<file path="config.mk">
export PLATFORM = sky130hd
export DESIGN_NAME = ps2_host_tx
export DESIGN_NICKNAME = d
export VERILOG_FILES = /design/src/rtl/ps2_pkg.sv /design/src/rtl/ps2_clk_filter.sv /design/src/rtl/ps2_host_tx.sv
export SDC_FILE = /design/constraint.sdc
export NUM_CORES = 1
export LEC_CHECK = 0
export CAP_MARGIN = 20
export CORE_MARGIN = 8
export CORE_UTILIZATION = 45
export DETAILED_ROUTE_END_ITERATION = 6
export GPL_TIMING_DRIVEN = 0
export MAX_ROUTING_LAYER = met4
export PLACE_DENSITY_LB_ADDON = 0.12
export SYNTH_ARGS = -nofsm -noshare
export SYNTH_HDL_FRONTEND = slang
export SYNTH_SLANG_ARGS = --single-unit
</file>
<file path="constraint.sdc">
create_clock -name clk -period 2.7 [get_ports clk]
set_input_delay 0.54 -clock clk [delete_from_list [all_inputs] [get_ports clk]]
set_output_delay 0.54 -clock clk [all_outputs]
set_load 0.02 [all_outputs]
</file>
<file path="src/rtl/ps2_pkg.sv">
// Shared PS/2 host-transmit types, command bytes and parity helper.
// Imported by the transmitter and the PS2C clock filter.
package ps2_pkg;

  typedef enum logic [3:0] {
    ST_IDLE,
    ST_INHIBIT,
    ST_REQ,
    ST_DATA,
    ST_PARITY,
    ST_STOP,
    ST_ACK,
    ST_WAITREL,
    ST_DONE
  } ps2_tx_state_e;

  localparam logic [7:0] PS2_CMD_SET_LED = 8'hED;
  localparam logic [7:0] PS2_CMD_RESET   = 8'hFF;
  localparam logic [7:0] PS2_ACK         = 8'hFA;

  // Odd parity: the parity bit makes the total count of ones odd.
  function automatic logic ps2_odd_parity(input logic [7:0] d);
    return ~^d;
  endfunction

endpackage

</file>
<file path="src/rtl/ps2_clk_filter.sv">
// PS2C conditioner: 2-FF sync, FILTER_LEN-sample debounce, fall strobe.
// Ports: clk, rst_n, ps2c_i (raw pin) -> level_o (filtered), fall_o (1-cycle).
module ps2_clk_filter #(
  parameter int FILTER_LEN = 8
) (
  input  logic clk,
  input  logic rst_n,
  input  logic ps2c_i,
  output logic level_o,
  output logic fall_o
);

  localparam int CW = (FILTER_LEN > 1) ? $clog2(FILTER_LEN) : 1;
  localparam logic [CW-1:0] CNT_LAST = CW'(FILTER_LEN - 1);

  logic [1:0]    sync_q;
  logic          level_q, level_d;
  logic          fall_q, fall_d;
  logic [CW-1:0] cnt_q, cnt_d;

  // Count consecutive samples that disagree with the accepted level;
  // the FILTER_LEN-th one flips it. Any agreeing sample restarts the run.
  always_comb begin
    level_d = level_q;
    fall_d  = 1'b0;
    cnt_d   = '0;
    if (sync_q[1] != level_q) begin
      if (cnt_q == CNT_LAST) begin
        level_d = sync_q[1];
        fall_d  = level_q;
      end else begin
        cnt_d = cnt_q + 1'b1;
      end
    end
  end

  // Idle bus level is high, so the pipeline resets to 1.
  always_ff @(posedge clk) begin
    if (!rst_n) begin
      sync_q  <= 2'b11;
      level_q <= 1'b1;
      fall_q  <= 1'b0;
      cnt_q   <= '0;
    end else begin
      sync_q  <= {sync_q[0], ps2c_i};
      level_q <= level_d;
      fall_q  <= fall_d;
      cnt_q   <= cnt_d;
    end
  end

  assign level_o = level_q;
  assign fall_o  = fall_q;

endmodule

</file>
<file path="src/rtl/ps2_host_tx.sv">
// PS/2 host-to-device transmitter: inhibit, request-to-send, 8 data bits,
// odd parity, stop, device ACK. Lines driven by output-enable only.
// Ports: clk, rst_n, tx_data, tx_start, ps2c_in, ps2d_in -> ps2c_oe,
// ps2d_oe, tx_busy, tx_done, ack_err.
// Build option: PS2_TX_TIMEOUT_EN adds a whole-frame watchdog.
module ps2_host_tx #(
  parameter int CLK_HZ     = 50_000_000,
  parameter int INHIBIT_US = 100,
  parameter int FILTER_LEN = 8,
  parameter int TIMEOUT_US = 2000
) (
  input  logic       clk,
  input  logic       rst_n,
  input  logic [7:0] tx_data,
  input  logic       tx_start,
  input  logic       ps2c_in,
  input  logic       ps2d_in,
  output logic       ps2c_oe,
  output logic       ps2d_oe,
  output logic       tx_busy,
  output logic       tx_done,
  output logic       ack_err
);

  import ps2_pkg::*;

  localparam int INH_C =
    int'((64'(INHIBIT_US) * 64'(CLK_HZ)) / 64'd1000000);
  localparam int INH_N = (INH_C < 1) ? 1 : INH_C;
  localparam int IW    = $clog2(INH_N + 1);

  localparam int TO_C =
    int'((64'(TIMEOUT_US) * 64'(CLK_HZ)) / 64'd1000000);
  localparam int TO_N  = (TO_C < 1) ? 1 : TO_C;
  localparam int WW    = $clog2(TO_N + 1);

  ps2_tx_state_e state_q, state_d;

  logic [IW-1:0] inh_q, inh_d;
  logic [2:0]    bit_q, bit_d;
  logic [7:0]    shf_q, shf_d;
  logic          par_q, par_d;
  logic          doe_q, doe_d;
  logic          err_q, err_d;
  logic          arm_q, arm_d;
  logic [1:0]    dsync_q;

  logic c_level, c_fall;
  logic [2:0] bit_nx;

  ps2_clk_filter #(
    .FILTER_LEN(FILTER_LEN)
  ) u_cflt (
    .clk    (clk),
    .rst_n  (rst_n),
    .ps2c_i (ps2c_in),
    .level_o(c_level),
    .fall_o (c_fall)
  );

  assign bit_nx = bit_q + 3'd1;

`ifdef PS2_TX_TIMEOUT_EN
  logic [WW-1:0] wd_q, wd_d;
`else
  logic unused_cfg;
  assign unused_cfg = ^{32'(TO_N), 32'(WW)};
`endif

  always_ff @(posedge clk) begin
    if (!rst_n) begin
      state_q <= ST_IDLE;
      inh_q   <= '0;
      bit_q   <= '0;
      shf_q   <= '0;
      par_q   <= 1'b0;
      doe_q   <= 1'b0;
      err_q   <= 1'b0;
      arm_q   <= 1'b0;
      dsync_q <= 2'b11;
    end else begin
      state_q <= state_d;
      inh_q   <= inh_d;
      bit_q   <= bit_d;
      shf_q   <= shf_d;
      par_q   <= par_d;
      doe_q   <= doe_d;
      err_q   <= err_d;
      arm_q   <= arm_d;
      dsync_q <= {dsync_q[0], ps2d_in};
    end
  end

`ifdef PS2_TX_TIMEOUT_EN
  always_ff @(posedge clk) begin
    if (!rst_n) begin
      wd_q <= '0;
    end else begin
      wd_q <= wd_d;
    end
  end
`endif

  always_comb begin
    state_d = state_q;
    inh_d   = inh_q;
    bit_d   = bit_q;
    shf_d   = shf_q;
    par_d   = par_q;
    doe_d   = doe_q;
    err_d   = err_q;
    arm_d   = 1'b0;
    unique case (state_q)
      ST_IDLE: begin
        if (tx_start) begin
          state_d = ST_INHIBIT;
          shf_d   = tx_data;
          par_d   = ps2_odd_parity(tx_data);
          inh_d   = '0;
          bit_d   = '0;
          err_d   = 1'b0;
          doe_d   = 1'b0;
        end
      end
      ST_INHIBIT: begin
        // Counter stops at its terminal value; the start bit goes
        // onto PS2D as the clock is released.
        if (inh_q == IW'(INH_N - 1)) begin
          doe_d   = 1'b1;
          state_d = ST_REQ;
        end else begin
          inh_d = inh_q + 1'b1;
        end
      end
      ST_REQ: begin
        // Our own inhibit edge reaches the filter late; only accept a
        // fall once the released clock has been seen high again.
        arm_d = arm_q | c_level;
        if (c_fall && arm_q) begin
          doe_d   = ~shf_q[0];
          bit_d   = '0;
          state_d = ST_DATA;
        end
      end
      ST_DATA: begin
        if (c_fall) begin
          bit_d = bit_nx;
          doe_d = ~shf_q[bit_nx];
          if (bit_q == 3'd6) begin
            state_d = ST_PARITY;
          end
        end
      end
      ST_PARITY: begin
        if (c_fall) begin
          doe_d   = ~par_q;
          state_d = ST_STOP;
        end
      end
      ST_STOP: begin
        if (c_fall) begin
          doe_d   = 1'b0;
          state_d = ST_ACK;
        end
      end
      ST_ACK: begin
        if (c_fall) begin
          err_d   = dsync_q[1];
          state_d = ST_WAITREL;
        end
      end
      ST_WAITREL: begin
        if (c_level && dsync_q[1]) begin
          state_d = ST_DONE;
        end
      end
      ST_DONE: begin
        state_d = ST_IDLE;
      end
      default: begin
        state_d = ST_IDLE;
        doe_d   = 1'b0;
      end
    endcase

`ifdef PS2_TX_TIMEOUT_EN
    wd_d = wd_q;
    if (state_q == ST_IDLE) begin
      wd_d = '0;
    end else if (wd_q != WW'(TO_N)) begin
      wd_d = wd_q + 1'b1;
    end
    if (state_q != ST_IDLE && state_q != ST_DONE &&
        wd_q == WW'(TO_N - 1)) begin
      state_d = ST_DONE;
      doe_d   = 1'b0;
      err_d   = 1'b1;
    end
`endif
  end

  always_comb begin
    ps2c_oe = (state_q == ST_INHIBIT);
    ps2d_oe = doe_q;
    tx_busy = (state_q != ST_IDLE) && (state_q != ST_DONE);
    tx_done = (state_q == ST_DONE);
    ack_err = (state_q == ST_DONE) && err_q;
  end

endmodule

</file>
# --- Word-level counts from Yosys, hierarchy flattened ---
# Index checks and enable logic that the tools add are counted.
word_totals:
  regBits: 41
  latch_bits: 0
  ramBits: 0
  mem_bits_ro: 0
  input_bits: 13
  out_inout_bits: 5
  elab_cells: 96
  n_memories: 0
classes:
  n_addsub: 3
  n_mul: 0
  div_mod_pow: 0
  magnitude_cmp: 1
  eq_ne: 23
  shift: 0
  muxes: 28
  n_bitwise: 7
  reduce_logical: 21
op_table:
  columns: ["operator", "n"]
  rows:
  - ["$mux W4", 9]
  - ["$pmux W4 S8", 1]
  - ["$mux W13", 2]
  - ["$pmux W13 S2", 1]
  - ["$eq A4 B3 Y1 const B", 4]
  - ["$add A13 B1 Y13 const B", 1]
  - ["$eq A13 B13 Y1 const B", 1]
  - ["$ne A2 B1 Y1 const B", 5]
  - ["$ne A2 B2 Y1 const B", 5]
  - ["$mux W3", 3]
  - ["$pmux W3 S3", 1]
  - ["$reduce_and A3 Y1", 3]
  - ["$reduce_and A9 Y1", 1]
  - ["$eq A4 B2 Y1 const B", 2]
  - ["$mux W1", 8]
  - ["$reduce_xnor A8 Y1", 1]
  - ["$pmux W1 S7", 1]
  - ["$reduce_and A7 Y1", 1]
  - ["$add A3 B1 Y3 const B", 2]
  - ["$eq A3 B3 Y1 const B", 2]
  - ["$not A1 Y1", 6]
  - ["$reduce_and A2 Y1", 3]
  - ["$reduce_or A3 Y1", 2]
  - ["$eq A4 B1 Y1 const B", 1]
  - ["other kinds (13)", 17]

# --- Logic depth before layout (Yosys ltp) ---
depth:
  word_depth: 6
  ltp_mapped: 8
  ltp_nobuf: 6

# --- Hierarchy ---
# A second synthesis with hierarchy kept.
hier_totals:
  hier_cells: 223
  hier_area_um2: 2058.2
modules_own_cells:
  columns: ["module", "instances", "cells_per_inst", "area_each_um2", "seq_area_each_um2"]
  rows:
  - ["ps2_host_tx", 1, 204, 1819.2, 680.7]
  - ["ps2_clk_filter", 1, 19, 239.0, 140.1]

# --- Worst setup path after synthesis ---
# OpenSTA, ideal clock, no wires.
synth_timing:
  path_kind: "register to register"
  from: "reg state_q[0]"
  to: "reg inh_q[6]"
  setup_time_ns: 0.128
  arrival_ns: 1.936
  required_time_ns: 2.572
  setup_slack_ns: 0.637
  stages_incl_launch_ff: 8
  n_path_buf: 2
  period_less_slack_ns: 2.063
  path_cell_list: "dfxtp_1 -> buf_2 -> nor4b_2 -> o31ai_4 -> buf_2 -> a211oi_1 -> xnor2_1 -> nor2_1"
synth_between:
  elab_chain_cells: 3
  elab_cells_between_ends: 7
  classes_between: "3 x eq/ne; 1 x mux; 3 x reduce/logical"
synth_lines:
  columns: ["element", "line", "text"]
  rows:
  - ["start, declared", "ps2_host_tx.sv:37", "ps2_tx_state_e state_q, state_d;"]
  - ["start signal, assigned", "ps2_host_tx.sv:82", "state_q <= state_d;"]
  - ["$eq A4 B1 Y1 (*)", null, null]
  - ["net ps2c_oe", "ps2_host_tx.sv:18", "output logic ps2c_oe,"]
  - ["$ne A2 B2 Y1 (no line) or $reduce_bool A2 Y1 (tied branches)", null, null]
  - ["$reduce_and A3 Y1 (no line)", null, null]
  - ["end signal, assigned", "ps2_host_tx.sv:83", "inh_q <= inh_d;"]
  - ["end, declared", "ps2_host_tx.sv:39", "logic [IW-1:0] inh_q, inh_d;"]
# Mark *: on every way through the listed nets, which the timed path passes. The rest lies on a longest branch.
# A chain may end at the register's enable or synchronous reset.

# --- Worst setup path in the final report ---
layout_timing:
  from: "reg state_q[1]"
  to: "out tx_done"
layout_between:
  elab_chain_cells: 1
layout_lines:
  columns: ["element", "line", "text"]
  rows:
  - ["$eq A4 B4 Y1", "ps2_host_tx.sv:206", "tx_done = (state_q == ST_DONE);"]
  - ["end, declared", "ps2_host_tx.sv:21", "output logic tx_done,"]
# Every way passes these cells.

==> run summary <==
Status -> finished clean
Post-route core utilization -> 54.3%
Pre-Repair DR Iteration Count -> 4
Distinct cell type count after synthesis -> 50
R2R cell count -> 8
Post-DP HPWL -> 3170 um
Cell taking the most area after synthesis -> dfxtp_1
PD cells -> 732 nW/um^2
P_leak -> 0.858 nW
CP Class -> flip-flop to output pin
Design area -> 2380 sq um
Final Setup Violations -> 0
Ys flop type -> dfxtp_1
Yosys top cell area share -> 40.0%
Max Freq -> 0.389 GHz
Core area -> 4380 sq um
Number of global-route vias before repair -> 1642
Fin. Hold Viols -> 0
EDFF count, synth -> 0
Reg-to-reg slack, setup -> 0.29 ns
Post-synth ARST share -> 0%
Register bit count reported by yosys -> 41
Sequential-to-total area share from yosys stat -> 40.0%
Number of buffers created by CTS -> 5
Post-layout nets -> 279
Final setup TNS -> 0 ns
Synth top cells by count -> dfxtp_1 (41), nand2_1 (34), a21oi_1 (21)
Die H -> 83.5 um
CP startpoint -> state_q[1]
First-pass GRT wire length -> 7570 um
Initial antenna violation count -> 0
Root buf cell -> clkbuf_8
Arr. time, crit path -> 2.03 ns
Setup ws final -> 0.129 ns
Io pins -> 18
Largest net degree at the start of global routing -> 14
GRT Residual Overflow -> 0
Synth top area cells -> dfxtp_1 (40%), xnor2_1 (7.3%), nand2_1 (6.2%)
Placer Congestion -> 0.830
Layout Cells excl Fill -> 314
Max Fanout on Critical Path -> 10
Mapped Area -> 2050 sq um
# Post-CTS Setup Buffers -> 0
Post-Place Cells -> 306
Placed cell area -> 2290 sq um
Period utilisation layout -> 95.2%
Port bufs -> 17
Worst Path Required -> 2.16 ns
ANT nets after route -> 0
Hold crit path type -> flip-flop to flip-flop
H-tree depth -> 2
# clock sinks -> 41
Total Routing Usage GR -> 13.0%
Die ar. -> 6980 sq um
Min Tclk post-route -> 2.57 ns
Worst-Skew Late Latency -> 0.29 ns
Fillers -> 432
Syn. warnings -> 0
Area grow syn2layout -> 15.9%
Syn Nets -> 255
Crit path capture -> tx_done
Post-synthesis cell count -> 237
R2r startpoint -> state_q[0]
Max Clock Skew -> 0.00310 ns
Row Count -> 24
Initial Utilization -> 46.8%
Most common cell in the netlist -> dfxtp_1
Detailed router's first-iteration violation count -> 57
Via density -> 5.44
Hold buffers post-CTS -> 0
Crit. End Element -> output pin
Worst hold slack -> 0.413 ns
Pre-CTS WS -> 0.310 ns
Final Max Slew Viols -> 0
FF/Latch Area -> 821 sq um
Clock buffer depth -> 2
Mean post-synth cell area -> 8.66 sq um
Routed wire length -> 4340 um
Clock-pin transition on the worst setup and hold timing paths -> 0.08 ns
Max_slew headroom -> 62.6%
Antenna cells -> 0
Maximum VDD drop -> 0.396 mV
Power Total -> 1.74 mW
Die X -> 83.5 um
Vias post-DR -> 1709
Fraction of final layout cells sized beyond drive strength 1 -> 6.87%
Post-DR wirelength/cell -> 13.8 um
Maxcap violations -> 0
CP Launch Type -> flip-flop
Footprint of the multi-input gates -> 1160 sq um
Reg2reg end -> shf_q[6]
Slew @ Worst Pin -> 0.560 ns
Post-route DRC -> 0
CTS tree -> done
RSZ-0062 raised after global routing -> false
state kept, by name, summed over array words and instances (netlist names):
name	flops
arm_q	1
bit_q	3
dsync_q	2
err_q	1
inh_q	13
par_q	1
ps2d_oe	1
shf_q	8
state_q	4
u_cflt.cnt_q	3
u_cflt.fall_o	1
u_cflt.level_o	1
u_cflt.sync_q	2
logic make-up (layout without fill, tap and decap cells):
kind of cell | count (synthesis) | count (layout) | share of synthesized area (%)
fa+ha+maj | 5 | 5 | 3.05
mux | 5 | 5 | 3.66
xor+xnor | 20 | 20 | 8.54
simple gates | 99 | 99 | 25.2
buf+inv | 19 | 44 | 3.60
compound gates | 48 | 48 | 16.0
flops | 41 | 41 | 40.0
worst min-delay path by stage:
stage / start / to / cells past startpoint
detailed placement: u_cflt.sync_q[0] / u_cflt.sync_q[1] / 1
finish: u_cflt.sync_q[0] / u_cflt.sync_q[1] / 1
floorplan: dsync_q[0] / dsync_q[1] / 1
global placement: u_cflt.sync_q[0] / u_cflt.sync_q[1] / 1
CTS: u_cflt.sync_q[0] / u_cflt.sync_q[1] / 1
global route: u_cflt.sync_q[0] / u_cflt.sync_q[1] / 1
power breakdown:
part	total (mW)	switching (mW)	internal [mW]
Clock	0.391	0.213	0.178
Sequential	0.706	0.0435	0.663
Combinational	0.644	0.385	0.259
worst max-delay path, stage by stage (launching register included):
cell and delay (ns):
dfxtp_1 0.39, clkbuf_1 0.26, nor3_2 0.28, and2_1 0.20, clkdlybuf4s50_1 0.62
final cells by class:
| type | count | area share [%] |
|---|---|---|
| clock inverters | 3 | 0.736 |
| plain buffers | 13 | 2.16 |
| repair buffers | 17 | 7.15 |
| multi-input cells | 177 | 48.9 |
| clock buffers | 5 | 2.89 |
| well taps | 52 | 2.74 |
| inverters | 6 | 0.947 |
| flip-flops and latches | 41 | 34.5 |
layer usage:
metal	share of wire [%]	vias to the layer above	routed length [um]	global-route usage, %
met3	3.4	6	149	3.32
li1	-	884	-	-
met1	51	795	2230	16.5
met2	44	24	1910	19.9
met5	0	-	0	-
met4	1.1	0	48	3.77
cells in the final DEF (no fill, tap or decap), types with 2 or more instances in the layout:
master / synthesis / layout
dfxtp_1: 41 / 41
nand2_1: 34 / 34
a21oi_1: 21 / 21
nor2_1: 19 / 19
xnor2_1: 17 / 17
clkdlybuf4s50_1: 0 / 17
clkbuf_1: 11 / 10
nand3_1: 8 / 8
inv_1: 5 / 5
a211oi_1: 5 / 5
ha_1: 5 / 5
clkbuf_8: 0 / 5
and3_1: 4 / 4
o21ai_0: 4 / 4
nand2b_1: 4 / 4
and2_1: 3 / 3
nor2b_1: 3 / 3
xor2_1: 3 / 3
nor3b_1: 3 / 3
mux2i_1: 3 / 3
or3_1: 3 / 3
buf_2: 2 / 2
nand4bb_1: 2 / 2
nand4_1: 2 / 2
or4_1: 2 / 2
a221oi_1: 2 / 2
mux4_2: 2 / 2
nor4_1: 2 / 2
nor3_1: 3 / 2
a31oi_1: 2 / 2
clkinv_2: 0 / 2
timing repair:
action | in CTS | in global routing
hold endpoints to repair | 0 | 0
resized for setup | 0 | 2
setup endpoints to repair | 0 | 2
Note: power is estimated with default switching activity, not from simulation.
